--- src/rtl/spi_pwm_pkg.sv ---
// Shared frame geometry and register map for the SPI register slave and pwm_peripheral.
package spi_pwm_pkg;

  localparam int FRAME_BITS = 16;
  localparam int ADDR_W     = 7;
  localparam int DATA_W     = 8;
  localparam int NUM_REGS   = 9;
  localparam int CNT_W      = 5;

  localparam int ADDR_EN_OUT      = 'h00;
  localparam int ADDR_EN_PWM      = 'h01;
  localparam int ADDR_CH_3_0      = 'h02;
  localparam int ADDR_CH_7_4      = 'h03;
  localparam int ADDR_G0_CH0_DUTY = 'h04;
  localparam int ADDR_G0_CH1_DUTY = 'h05;
  localparam int ADDR_G1_CH0_DUTY = 'h06;
  localparam int ADDR_G1_CH1_DUTY = 'h07;
  localparam int ADDR_FREQ_DIV    = 'h08;

  function automatic logic addr_in_range(input logic [ADDR_W-1:0] addr, input int num_regs);
    return int'(addr) < num_regs;
  endfunction

endpackage

--- src/rtl/sync_ff.sv ---
// Multi-stage synchronizer for one asynchronous input, with a selectable reset level.
module sync_ff #(
  parameter int   STAGES    = 2,
  parameter logic RESET_VAL = 1'b0
) (
  input  logic clk,
  input  logic rst,
  input  logic d,
  output logic q
);

  logic [STAGES-1:0] stage_q;

  // NOTE: clocked state is written with <= so every flop samples the pre-edge values.
  always_ff @(posedge clk) begin
    if (rst) stage_q <= {STAGES{RESET_VAL}};
    else     stage_q <= {stage_q[STAGES-2:0], d};
  end

  assign q = stage_q[STAGES-1];

endmodule

--- src/rtl/spi_reg_slave.sv ---
// SPI mode-0 slave decoding 16-bit frames into a 9-entry register file that drives pwm_peripheral.
module spi_reg_slave
  import spi_pwm_pkg::*;
#(
  parameter int NUM_REGS    = spi_pwm_pkg::NUM_REGS,
  parameter int SYNC_STAGES = 2
) (
  input  logic              clk,
  input  logic              rst,
  input  logic              sclk,
  input  logic              ncs,
  input  logic              copi,
  output logic              cipo,
  output logic [DATA_W-1:0] reg_en_out,
  output logic [DATA_W-1:0] reg_en_pwm_out,
  output logic [DATA_W-1:0] reg_out_3_0_pwm_gen_channel,
  output logic [DATA_W-1:0] reg_out_7_4_pwm_gen_channel,
  output logic [DATA_W-1:0] reg_pwm_gen_0_ch_0_duty_cycle,
  output logic [DATA_W-1:0] reg_pwm_gen_0_ch_1_duty_cycle,
  output logic [DATA_W-1:0] reg_pwm_gen_1_ch_0_duty_cycle,
  output logic [DATA_W-1:0] reg_pwm_gen_1_ch_1_duty_cycle,
  output logic [DATA_W-1:0] reg_pwm_gen_1_0_frequency_divider,
  output logic              wr_pulse
);

  localparam logic [1:0] ST_IDLE   = 2'd0;
  localparam logic [1:0] ST_SHIFT  = 2'd1;
  localparam logic [1:0] ST_COMMIT = 2'd2;

  logic sclk_s, ncs_s, copi_s;

  sync_ff #(.STAGES(SYNC_STAGES), .RESET_VAL(1'b0)) u_sync_sclk (
    .clk(clk), .rst(rst), .d(sclk), .q(sclk_s)
  );
  sync_ff #(.STAGES(SYNC_STAGES), .RESET_VAL(1'b1)) u_sync_ncs (
    .clk(clk), .rst(rst), .d(ncs), .q(ncs_s)
  );
  sync_ff #(.STAGES(SYNC_STAGES), .RESET_VAL(1'b0)) u_sync_copi (
    .clk(clk), .rst(rst), .d(copi), .q(copi_s)
  );

  logic                  sclk_prev_q, ncs_prev_q;
  logic [1:0]            state_q, state_d;
  logic [CNT_W-1:0]      bit_cnt_q, bit_cnt_d;
  logic [FRAME_BITS-1:0] shift_q, shift_d;
  logic                  overflow_q, overflow_d;
  logic                  is_read_q, is_read_d;
  logic [DATA_W-1:0]     read_q, read_d;
  logic                  cipo_q, cipo_d;
  logic                  wr_pulse_q, wr_pulse_d;
  logic [DATA_W-1:0]     regs_q [NUM_REGS];
  logic [DATA_W-1:0]     regs_d [NUM_REGS];

  logic              sclk_rise, sclk_fall, ncs_rise, ncs_fall, in_frame;
  logic [ADDR_W-1:0] rd_addr;
  logic [DATA_W-1:0] rd_data;
  logic              commit_ok;

  assign sclk_rise = sclk_s & ~sclk_prev_q;
  assign sclk_fall = ~sclk_s & sclk_prev_q;
  assign ncs_fall  = ~ncs_s & ncs_prev_q;
  assign ncs_rise  = ncs_s & ~ncs_prev_q;
  assign in_frame  = (state_q == ST_SHIFT);

  // Address is complete on the rise that shifts in its last bit, so include copi_s directly.
  assign rd_addr = {shift_q[ADDR_W-2:0], copi_s};

  assign commit_ok = (bit_cnt_q == CNT_W'(FRAME_BITS)) && !overflow_q && shift_q[FRAME_BITS-1]
                     && addr_in_range(shift_q[FRAME_BITS-2:DATA_W], NUM_REGS);

  always_comb begin
    rd_data = '0;
    for (int i = 0; i < NUM_REGS; i++) begin
      if (rd_addr == ADDR_W'(i)) rd_data = regs_q[i];
    end
  end

  // NOTE: every always_comb output gets a default first so no latch is inferred.
  always_comb begin
    state_d    = state_q;
    bit_cnt_d  = bit_cnt_q;
    shift_d    = shift_q;
    overflow_d = overflow_q;
    is_read_d  = is_read_q;
    read_d     = read_q;
    cipo_d     = cipo_q;
    wr_pulse_d = 1'b0;
    regs_d     = regs_q;

    if (state_q == ST_COMMIT) begin
      for (int i = 0; i < NUM_REGS; i++) begin
        if (shift_q[FRAME_BITS-2:DATA_W] == ADDR_W'(i)) regs_d[i] = shift_q[DATA_W-1:0];
      end
      wr_pulse_d = 1'b1;
      state_d    = ST_IDLE;
    end

    // ncs edges take priority over any sclk edge seen in the same cycle.
    if (ncs_fall) begin
      state_d    = ST_SHIFT;
      bit_cnt_d  = '0;
      shift_d    = '0;
      overflow_d = 1'b0;
      is_read_d  = 1'b0;
    end else if (ncs_rise) begin
      if (in_frame) state_d = commit_ok ? ST_COMMIT : ST_IDLE;
    end else if (in_frame && !ncs_s) begin
      if (sclk_rise) begin
        if (bit_cnt_q == CNT_W'(FRAME_BITS)) begin
          overflow_d = 1'b1;
        end else begin
          shift_d   = {shift_q[FRAME_BITS-2:0], copi_s};
          bit_cnt_d = bit_cnt_q + CNT_W'(1);
          if (bit_cnt_q == CNT_W'(DATA_W - 1) && !shift_q[DATA_W-2]) begin
            is_read_d = 1'b1;
            read_d    = rd_data;
          end
        end
      end else if (sclk_fall) begin
        if (is_read_q && bit_cnt_q >= CNT_W'(DATA_W) && bit_cnt_q < CNT_W'(FRAME_BITS)) begin
          cipo_d = read_q[DATA_W-1];
          read_d = {read_q[DATA_W-2:0], 1'b0};
        end else begin
          cipo_d = 1'b0;
        end
      end
    end

    if (ncs_s) cipo_d = 1'b0;
  end

  always_ff @(posedge clk) begin
    if (rst) begin
      sclk_prev_q <= 1'b0;
      ncs_prev_q  <= 1'b1;
      state_q     <= ST_IDLE;
      bit_cnt_q   <= '0;
      shift_q     <= '0;
      overflow_q  <= 1'b0;
      is_read_q   <= 1'b0;
      read_q      <= '0;
      cipo_q      <= 1'b0;
      wr_pulse_q  <= 1'b0;
      // NOTE: the register array is reset because it drives the PWM stage directly.
      for (int i = 0; i < NUM_REGS; i++) regs_q[i] <= '0;
    end else begin
      sclk_prev_q <= sclk_s;
      ncs_prev_q  <= ncs_s;
      state_q     <= state_d;
      bit_cnt_q   <= bit_cnt_d;
      shift_q     <= shift_d;
      overflow_q  <= overflow_d;
      is_read_q   <= is_read_d;
      read_q      <= read_d;
      cipo_q      <= cipo_d;
      wr_pulse_q  <= wr_pulse_d;
      regs_q      <= regs_d;
    end
  end

  assign cipo     = cipo_q;
  assign wr_pulse = wr_pulse_q;

  assign reg_en_out                        = regs_q[ADDR_EN_OUT];
  assign reg_en_pwm_out                    = regs_q[ADDR_EN_PWM];
  assign reg_out_3_0_pwm_gen_channel       = regs_q[ADDR_CH_3_0];
  assign reg_out_7_4_pwm_gen_channel       = regs_q[ADDR_CH_7_4];
  assign reg_pwm_gen_0_ch_0_duty_cycle     = regs_q[ADDR_G0_CH0_DUTY];
  assign reg_pwm_gen_0_ch_1_duty_cycle     = regs_q[ADDR_G0_CH1_DUTY];
  assign reg_pwm_gen_1_ch_0_duty_cycle     = regs_q[ADDR_G1_CH0_DUTY];
  assign reg_pwm_gen_1_ch_1_duty_cycle     = regs_q[ADDR_G1_CH1_DUTY];
  assign reg_pwm_gen_1_0_frequency_divider = regs_q[ADDR_FREQ_DIV];

endmodule

--- config.mk ---
export PLATFORM = sky130hd
export DESIGN_NAME = spi_reg_slave
export DESIGN_NICKNAME = d
export VERILOG_FILES = /design/src/rtl/spi_pwm_pkg.sv /design/src/rtl/sync_ff.sv /design/src/rtl/spi_reg_slave.sv
export SDC_FILE = /design/constraint.sdc
export NUM_CORES = 1
export LEC_CHECK = 0
export CAP_MARGIN = 20
export CORE_MARGIN = 1.5
export CORE_UTILIZATION = 56
export CTS_BUF_LIST = sky130_fd_sc_hd__clkbuf_8
export CTS_CLUSTER_SIZE = 30
export DETAILED_ROUTE_END_ITERATION = 7
export HOLD_SLACK_MARGIN = 0.08
export PLACE_DENSITY = 0.82
export SKIP_CTS_REPAIR_TIMING = 1
export SLEW_MARGIN = 5
export SYNTH_ARGS = -nofsm -noshare
export SYNTH_HDL_FRONTEND = slang
export SYNTH_SLANG_ARGS = --single-unit
--- constraint.sdc ---
create_clock -name clk -period 2.87 [get_ports clk]
set_clock_uncertainty 0.05 [all_clocks]
set_input_delay 0.7175 -clock clk [delete_from_list [all_inputs] [get_ports clk]]
set_output_delay 0.7175 -clock clk [all_outputs]
set_load 0.01 [all_outputs]
## Word-level counts from Yosys, hierarchy flattened

Cells that the tools add are included.

- Bits in read-only memories: 0
- Latch bits: 0
- Output and inout port bits: 74
- Bits of input ports: 5
- RAM bits: 0
- Logic and storage cells: 112
- Memories: 0
- Flip-flop bits (word level): 115

- Shifts and indexed selects: 0
- Mux-type cells: 21
- $lt $le $gt $ge: 3
- Reductions and logical operators: 30
- $add $sub $neg: 1
- Div/mod/pow operators: 0
- Equal/unequal tests: 22
- Bitwise gates (word level): 12
- $mul: 0

Operator list:

| kind | count |
|---|---|
| $mux W8 | 14 |
| $eq A7 B3 Y1 const B | 8 |
| $eq A7 B2 Y1 const B | 4 |
| $reduce_and A2 Y1 | 9 |
| $eq A7 B1 Y1 const B | 2 |
| $eq A7 B4 Y1 const B | 2 |
| $logic_not A7 Y1 | 2 |
| $reduce_and A5 Y1 | 2 |
| $mux W2 | 4 |
| $not A1 Y1 | 8 |
| $reduce_and A4 Y1 | 2 |
| $logic_and A1 B1 Y1 | 7 |
| $lt A7 B4 Y1 const B | 1 |
| $reduce_and A7 Y1 | 1 |
| $add A5 B1 Y5 const B | 1 |
| $eq A5 B3 Y1 const B | 1 |
| $eq A5 B5 Y1 const B | 1 |
| $ge A5 B4 Y1 const B | 1 |
| $lt A5 B5 Y1 const B | 1 |
| $and A1 B1 Y1 | 4 |
| $reduce_bool A2 Y1 | 2 |
| $reduce_or A2 Y1 | 2 |
| $logic_not A1 Y1 | 3 |
| $mux W1 | 3 |
| 4 further kinds | 4 |

## Logic depth before layout (Yosys ltp)

Gate-level depths: netlist of run 1.

- Depth in word-level cells: 13
- Gate-level depth with buffers: 8
- Depth with buffers taken out: 7

## Modules after synthesis

From an unflattened synthesis of run 1, not the netlist that was laid out.

- Cell total of the unflattened synthesis: 524
- Area total of the unflattened synthesis: 5053.6 um^2

Modules (own cells, without submodules):

| module | cells an instance | instances | seq. area each (um^2) | area an instance (um^2) |
|---|---|---|---|---|
| spi_reg_slave | 512 | 1 | 2182.1 | 4895.9 |
| sync_ff | 4 | 3 | 40.0 | 52.6 |

## Worst setup path after synthesis of run 1

No wires, ideal clock.

- Path kind: register -> register
- From: reg shift_q[12]
- To: reg regs_q, in the netlist reg_en_pwm_out[2]
- Arrival: 1898 ps
- Library setup time: 128 ps
- Path buffers: 2
- Data required time: 2692 ps
- Stages on the path, launching flop included: 8
- Setup slack: 794 ps
- Period minus slack after synthesis: 2076 ps
- Cells stage by stage: dfxtp_1 or3_4 or4_4 buf_6 nor3b_2 buf_6 mux2i_1 nor2_1

- Cells in the longest elaborated chain, start to end: 2

Ends and longest elaborated chain:

| item | RTL line | text |
|---|---|---|
| start, declared | spi_reg_slave.sv:45 | `logic [FRAME_BITS-1:0] shift_q, shift_d;` |
| start signal, assigned | spi_reg_slave.sv:151 | `shift_q <= shift_d;` |
| $eq A7 B1 Y1 | spi_reg_slave.sv:92 | `if (shift_q[FRAME_BITS-2:DATA_W] == ADDR_W'(i)) regs_d[i] = shift_q[DATA_W-1:0];` |
| $reduce_and A2 Y1 (no source line) | -- |  |
| end signal, assigned | spi_reg_slave.sv:157 | `regs_q <= regs_d;` |
| end, declared | spi_reg_slave.sv:51 | `logic [DATA_W-1:0] regs_q [NUM_REGS];` |

Every way passes these cells.
A chain may end at the register's enable or synchronous reset.

## Worst setup path after layout of run 1

- From: reg shift_q[12]
- To: reg regs_q, in the netlist reg_pwm_gen_0_ch_1_duty_cycle[1]

- Cells in the longest elaborated chain, start to end: 2

Ends and longest elaborated chain:

| item | RTL line |
|---|---|
| $eq A7 B3 Y1 | spi_reg_slave.sv:92 |
| $reduce_and A2 Y1 (no source line) | -- |

Every way passes these cells.

==> impl_metrics.env, run 1 <==
export IMPL_worst_pin_slew_ps=700
export IMPL_worst_ep_arrival_time_ps=2640
export IMPL_drc=0
export IMPL_gp_congestion=0.959
export IMPL_rows=35
export IMPL_routedWlPerCell_um=19.2
export IMPL_die_x_um=99.7
export IMPL_area_growth_pct=22.9
export IMPL_crit_chain="or3_4 > nor4b_2 > buf_4 > nand3b_1 > mux2i_1 > nor2_1"
export IMPL_async_flop_share_pct=0
export IMPL_avgViaCountPerCell=6.09
export IMPL_route_met2_wl_mm=6.59
export IMPL_slew_viol_final=0
export IMPL_layout_nets=630
export IMPL_fin_tns_setup_ps=0
export IMPL_crit_buf_inv=1
export IMPL_wirelength_mm=14.3
export IMPL_drtPass1Iterations=5
export IMPL_grt_ovfl_total=0
export IMPL_top_layer_used="met4"
export IMPL_synthSimpleGateAreaFrac_pct=19.2
export IMPL_wl_met1_mm=5.94
export IMPL_endpoint_kind="flop"
export IMPL_critPathMaxStageDelay_ps=510
export IMPL_ys_seq_area_share_pct=43.9
export IMPL_yosys_warnings=0
export IMPL_layout_commonest_cell="dfxtp_1"
export IMPL_root_buffer="clkbuf_8"
export IMPL_muxShareOfSynthArea_pct=20.0
export IMPL_power_density_nw_per_um2=497
export IMPL_drive_above_1_share_pct=12.5
export IMPL_cp_top_family="simple AND/OR/NAND/NOR gates"
export IMPL_hold_slack_ps=361
export IMPL_yosys_area_top_type="dfxtp_1"
export IMPL_cp_start_kind="flop"
export IMPL_power_leakage_nw=2.56
export IMPL_synth_compound_area_share_pct=9.07
export IMPL_dpl_hpwl_mm=9.49
export IMPL_ioPinCount=79
export IMPL_fp_dieH_um=99.7
export IMPL_yosys_area_top_type_share_pct=43.9
export IMPL_cts_tree="done"
export IMPL_ant_nets=0
export IMPL_cts_made_buffers=17
export IMPL_period_share_pct=83.1
export IMPL_grt_pass1_vias=4235
export IMPL_dr_wl_met3_mm=1.20
export IMPL_cts_sinks=115
export IMPL_maxCapViolCount=0
export IMPL_num_vias=4538
export IMPL_synthAdderAreaFrac_pct=0.955
export IMPL_synth_xor_area_share_pct=0.668
export IMPL_synth_distinct_cells=56
export IMPL_synth_flop_cell="dfxtp_1"
export IMPL_hold_class="flop to flop"
export IMPL_crit_required_ps=3130
export IMPL_reg2reg_slack_ps=480
export IMPL_start_util_pct=57.3
export IMPL_h_tree_depth=4
export IMPL_grt_usage_pct=29.7
export IMPL_slew_headroom_pct=53.2
export IMPL_crit_fanout=11
export IMPL_max_freq_ghz=0.419
export IMPL_layout_cells_most_common_list="dfxtp_1, nor2_1, mux2i_1"
export IMPL_diodes=0
export IMPL_yosys_top_cells_area="dfxtp_1, mux2i_1, nor2_1"
export IMPL_status="complete, no violations"
export IMPL_die_area_um2=9950
export IMPL_worst_path_max_delay_cell="nand3b_1"
export IMPL_syn_area_um2=5240
export IMPL_hold_violations=0
export IMPL_grt_pass1_wl_mm=22.7
export IMPL_cts_path_max_buffers=2
export IMPL_syn_area_per_cell_um2=9.53
export IMPL_setup_viol=0
export IMPL_path_class="flop to flop"
export IMPL_grt_max_degree=90
export IMPL_synth_edf_count=0
export IMPL_syn_nets=559
export IMPL_core_area_um2=9150
export IMPL_synth_cells=550
export IMPL_synth_top_family_by_area="multiplexers"
export IMPL_portBuffers=78
export IMPL_synth_seq_cells=115
export IMPL_ir_worst_vdd_mv=0.286
export IMPL_antenna_found_initial=0
export IMPL_clk_pin_slew_ps=70
export IMPL_rsz0062_at_grt="false"
export IMPL_period_needed_ps=2390
export IMPL_clk_latency_ps=430
export IMPL_drt_initial_drc_count=434
## cell usage after synthesis (all sizes together) (2+ instances only)
cell type / number
nor4bb: 3
nand2: 26
buf: 23
nor3: 8
xnor2: 2
a21oi: 25
nor4: 7
ha: 4
and3: 3
nand2b: 4
o21ai: 14
a211o: 2
nand4b: 2
or2: 3
inv: 12
nor3b: 3
mux2i: 80
nand3: 18
clkbuf: 22
xor2: 2
or4: 3
nor2b: 7
nor2: 100
a22o: 2
o221ai: 2
a31oi: 4
mux2: 8
a311oi: 7
a211oi: 5
nand3b: 10
mux4: 7
and2: 2
dfxtp: 115
a32o: 2
a2111oi: 2
## final timing paths
check	cells after the start	endpoint	from
worst max-delay path	6	reg_pwm_gen_0_ch_1_duty_cycle[1]$_SDFFE_PP0P_	shift_q[12]$_SDFFE_PP0P_
worst min-delay path	1	u_sync_ncs.stage_q[1]$_SDFF_PP1_	u_sync_ncs.stage_q[0]$_SDFF_PP1_
worst max register to register	6	reg_pwm_gen_0_ch_1_duty_cycle[1]$_SDFFE_PP0P_	shift_q[12]$_SDFFE_PP0P_
worst min register to register	1	u_sync_ncs.stage_q[1]$_SDFF_PP1_	u_sync_ncs.stage_q[0]$_SDFF_PP1_
## metal layers
metal	vias up	track usage [%]
li1	2089	-
met1	2159	38.5
met2	237	45.5
met3	53	9.42
met4	0	13.4
met5	-	0
## registers in the layout, indices dropped and copies added (netlist names), 5 cells and up
signal and flops:
reg_en_out 8, shift_q 16, bit_cnt_q 5, reg_en_pwm_out 8, read_q 8, reg_pwm_gen_0_ch_1_duty_cycle 8, reg_pwm_gen_1_0_frequency_divider 8, reg_out_7_4_pwm_gen_channel 8
reg_pwm_gen_1_ch_1_duty_cycle 8, reg_pwm_gen_0_ch_0_duty_cycle 8, reg_pwm_gen_1_ch_0_duty_cycle 8, reg_out_3_0_pwm_gen_channel 8
## where the power goes
part | switching, mW | leakage (nW) | internal, mW
registers | 0.00640 | 0.927 | 1.60
logic | 0.0417 | 1.43 | 0.0227
clock network | 0.691 | 0.203 | 0.840
## kinds of logic (layout without fill, tap and decap cells)
| group | after synthesis | in the layout |
|---|---|---|
| compound gates | 72 | 72 |
| mux | 95 | 95 |
| flops | 115 | 115 |
| buf+inv | 57 | 141 |
| fa+ha+maj | 4 | 4 |
| xor+xnor | 4 | 4 |
| simple gates | 203 | 203 |
## final cells by class
cell class | instances | area [µm²]
clock inverters | 12 | 131
inverters | 12 | 45.0
flip-flops and latches | 115 | 2300
multi-input cells | 378 | 2620
well taps | 111 | 139
repair buffers | 97 | 931
clock buffers | 20 | 275
fillers | 659 | 2710
## per-stage QoR
| stage | total power, mW | util, % | worst slack (ps) | instance area (µm²) | cells |
|---|---|---|---|---|---|
| global placement | 1.71 | 66.0 | 628 | 6040 | 713 |
| global route | 3.29 | 70.4 | 306 | 6440 | 745 |
| finish | 3.20 | 70.4 | 485 | 6440 | 745 |
| CTS | 3.20 | 70.4 | 502 | 6440 | 745 |
| floorplan | 1.69 | - | 794 | 5240 | 550 |
| detailed placement | 1.71 | 66.0 | 551 | 6040 | 713 |
Note: power is estimated with default switching activity, not from simulation.
==> run 2: changes to the inputs <==
==> constraint.sdc (replaced) <==
create_clock -name clk -period 2.4 [get_ports clk]
set_clock_uncertainty 0.05 [all_clocks]
set_input_delay 0.6 -clock clk [delete_from_list [all_inputs] [get_ports clk]]
set_output_delay 0.6 -clock clk [all_outputs]
set_load 0.01 [all_outputs]
==> impl_metrics.env, run 2 (same netlist as run 1, synthesis figures left out) <==
export IMPL_dpl_cell_area_um2=6120
export IMPL_drc=0
export IMPL_hold_class="flop to flop"
export IMPL_slew_headroom_pct=56.5
export IMPL_rows=35
export IMPL_period_needed_ps=2330
export IMPL_fin_tns_setup_ps=0
export IMPL_crit_start="shift_q[1]$_SDFFE_PP0P_"
export IMPL_wirelength_mm=15.1
export IMPL_grt_pass1_vias=4646
export IMPL_cts_path_max_buffers=2
export IMPL_maxCapViolCount=0
export IMPL_drtPass1Iterations=6
export IMPL_ir_worst_vdd_mv=0.396
export IMPL_h_tree_depth=4
export IMPL_portBuffers=78
export IMPL_power_leakage_nw=2.62
export IMPL_reg2reg_from="shift_q[1]$_SDFFE_PP0P_"
export IMPL_fill_cells=643
export IMPL_grt_pass1_wl_mm=24.0
export IMPL_cts_tree="done"
export IMPL_cp_top_family="compound AO/OA/AOI/OAI gates"
export IMPL_power_density_nw_per_um2=599
export IMPL_worst_pin_slew_ps=651
export IMPL_diodes=0
export IMPL_die_area_um2=9950
export IMPL_status="complete, no violations"
export IMPL_crit_chain="buf_4 > nand3b_1 > a211oi_1 > a211o_1 > nor4_1 > a2111oi_0"
export IMPL_worst_ep_arrival_time_ps=2540
export IMPL_worst_path_max_delay_cell="dfxtp_1"
export IMPL_layout_commonest_cell="dfxtp_1"
export IMPL_hold_violations=0
export IMPL_cts_sinks=115
export IMPL_fp_dieH_um=99.7
export IMPL_ioPinCount=79
export IMPL_cts_made_buffers=17
export IMPL_fin_area_um2=6560
export IMPL_clk_latency_ps=430
export IMPL_dpl_hpwl_mm=9.81
export IMPL_final_util_pct=71.7
export IMPL_area_growth_pct=25.2
export IMPL_root_buffer="clkbuf_8"
export IMPL_endpoint_kind="flop"
export IMPL_max_flop_register="shift_q"
export IMPL_crit_required_ps=2620
export IMPL_rsz0062_at_grt="false"
export IMPL_routedWlPerCell_um=19.9
export IMPL_min_from="u_sync_ncs.stage_q[0]$_SDFF_PP1_"
export IMPL_hold_slack_ps=382
export IMPL_layout_cells_most_common_list="dfxtp_1, nor2_1, mux2i_1"
export IMPL_drt_initial_drc_count=446
export IMPL_slew_viol_final=0
export IMPL_drive_above_1_share_pct=14.4
export IMPL_setup_viol=0
export IMPL_largest_reg_flops=16
export IMPL_cp_start_kind="flop"
export IMPL_area_sequential_um2=2300
export IMPL_antenna_found_initial=0
export IMPL_clk_pin_slew_ps=70
export IMPL_gp_congestion=0.941
export IMPL_period_share_pct=96.9
export IMPL_crit_fanout=19
export IMPL_multi_input_area_um2=2640
export IMPL_layout_nets=641
export IMPL_avgViaCountPerCell=6.15
export IMPL_grt_ovfl_total=0
export IMPL_max_freq_ghz=0.430
export IMPL_path_class="flop to flop"
export IMPL_grt_usage_pct=31.1
export IMPL_reg2reg_slack_ps=70
export IMPL_num_vias=4648
export IMPL_core_area_um2=9150
export IMPL_start_util_pct=57.3
export IMPL_ant_nets=0
export IMPL_die_x_um=99.7
export IMPL_grt_max_degree=90
export IMPL_critPathMaxStageDelay_ps=670
export IMPL_crit_buf_inv=1
export IMPL_fin_total_pwr_mw=3.93
-- run 2: layout make-up --
type	instances	share of cell area, %
clock buffers	18	3.78
repair buffers	108	15.4
clock inverters	14	2.71
flip-flops and latches	115	35.1
inverters	12	0.687
well taps	111	2.12
multi-input cells	378	40.2
-- run 2: stage by stage --
step / cells / worst slack, ps
after detailed placement: 724 / 162
final: 756 / 74.6
after CTS: 756 / 101
after global routing: 756 / 18.7
after floorplan: 550 / 324
after global placement: 724 / 208
-- run 2: final timing paths --
kind	endpoint	cells after the start
max	read_q[3]$_SDFFE_PP0P_	6
min reg2reg	u_sync_ncs.stage_q[1]$_SDFF_PP1_	1
max reg2reg	read_q[3]$_SDFFE_PP0P_	6
min	u_sync_ncs.stage_q[1]$_SDFF_PP1_	1
-- run 2: metal layers --
layer	global-route usage [%]	vias up	share of wire [%]
met2	49.8	269	47
li1	-	2102	-
met5	0	-	0
met1	40.1	2220	40
met4	13.9	0	3.8
met3	7.17	57	9.0
-- run 2: where the power goes --
group	total (mW)	switching, mW	internal [mW]
sequential	1.92	0.00676	1.91
combinational	0.0819	0.0529	0.0290
clock	1.93	0.862	1.07
total	3.93	0.921	3.01
==> run 3: changes to the inputs <==
--- a/config.mk
+++ b/config.mk
@@ -5,6 +5,7 @@
 export SDC_FILE = /design/constraint.sdc
 export NUM_CORES = 1
 export LEC_CHECK = 0
+export ABC_CLOCK_PERIOD_IN_PS = 2400
 export CAP_MARGIN = 20
 export CORE_MARGIN = 1.5
 export CORE_UTILIZATION = 56
==> results of run 3 <==
Same layout as run 2: the final DEF is identical, and so are final timing and power.
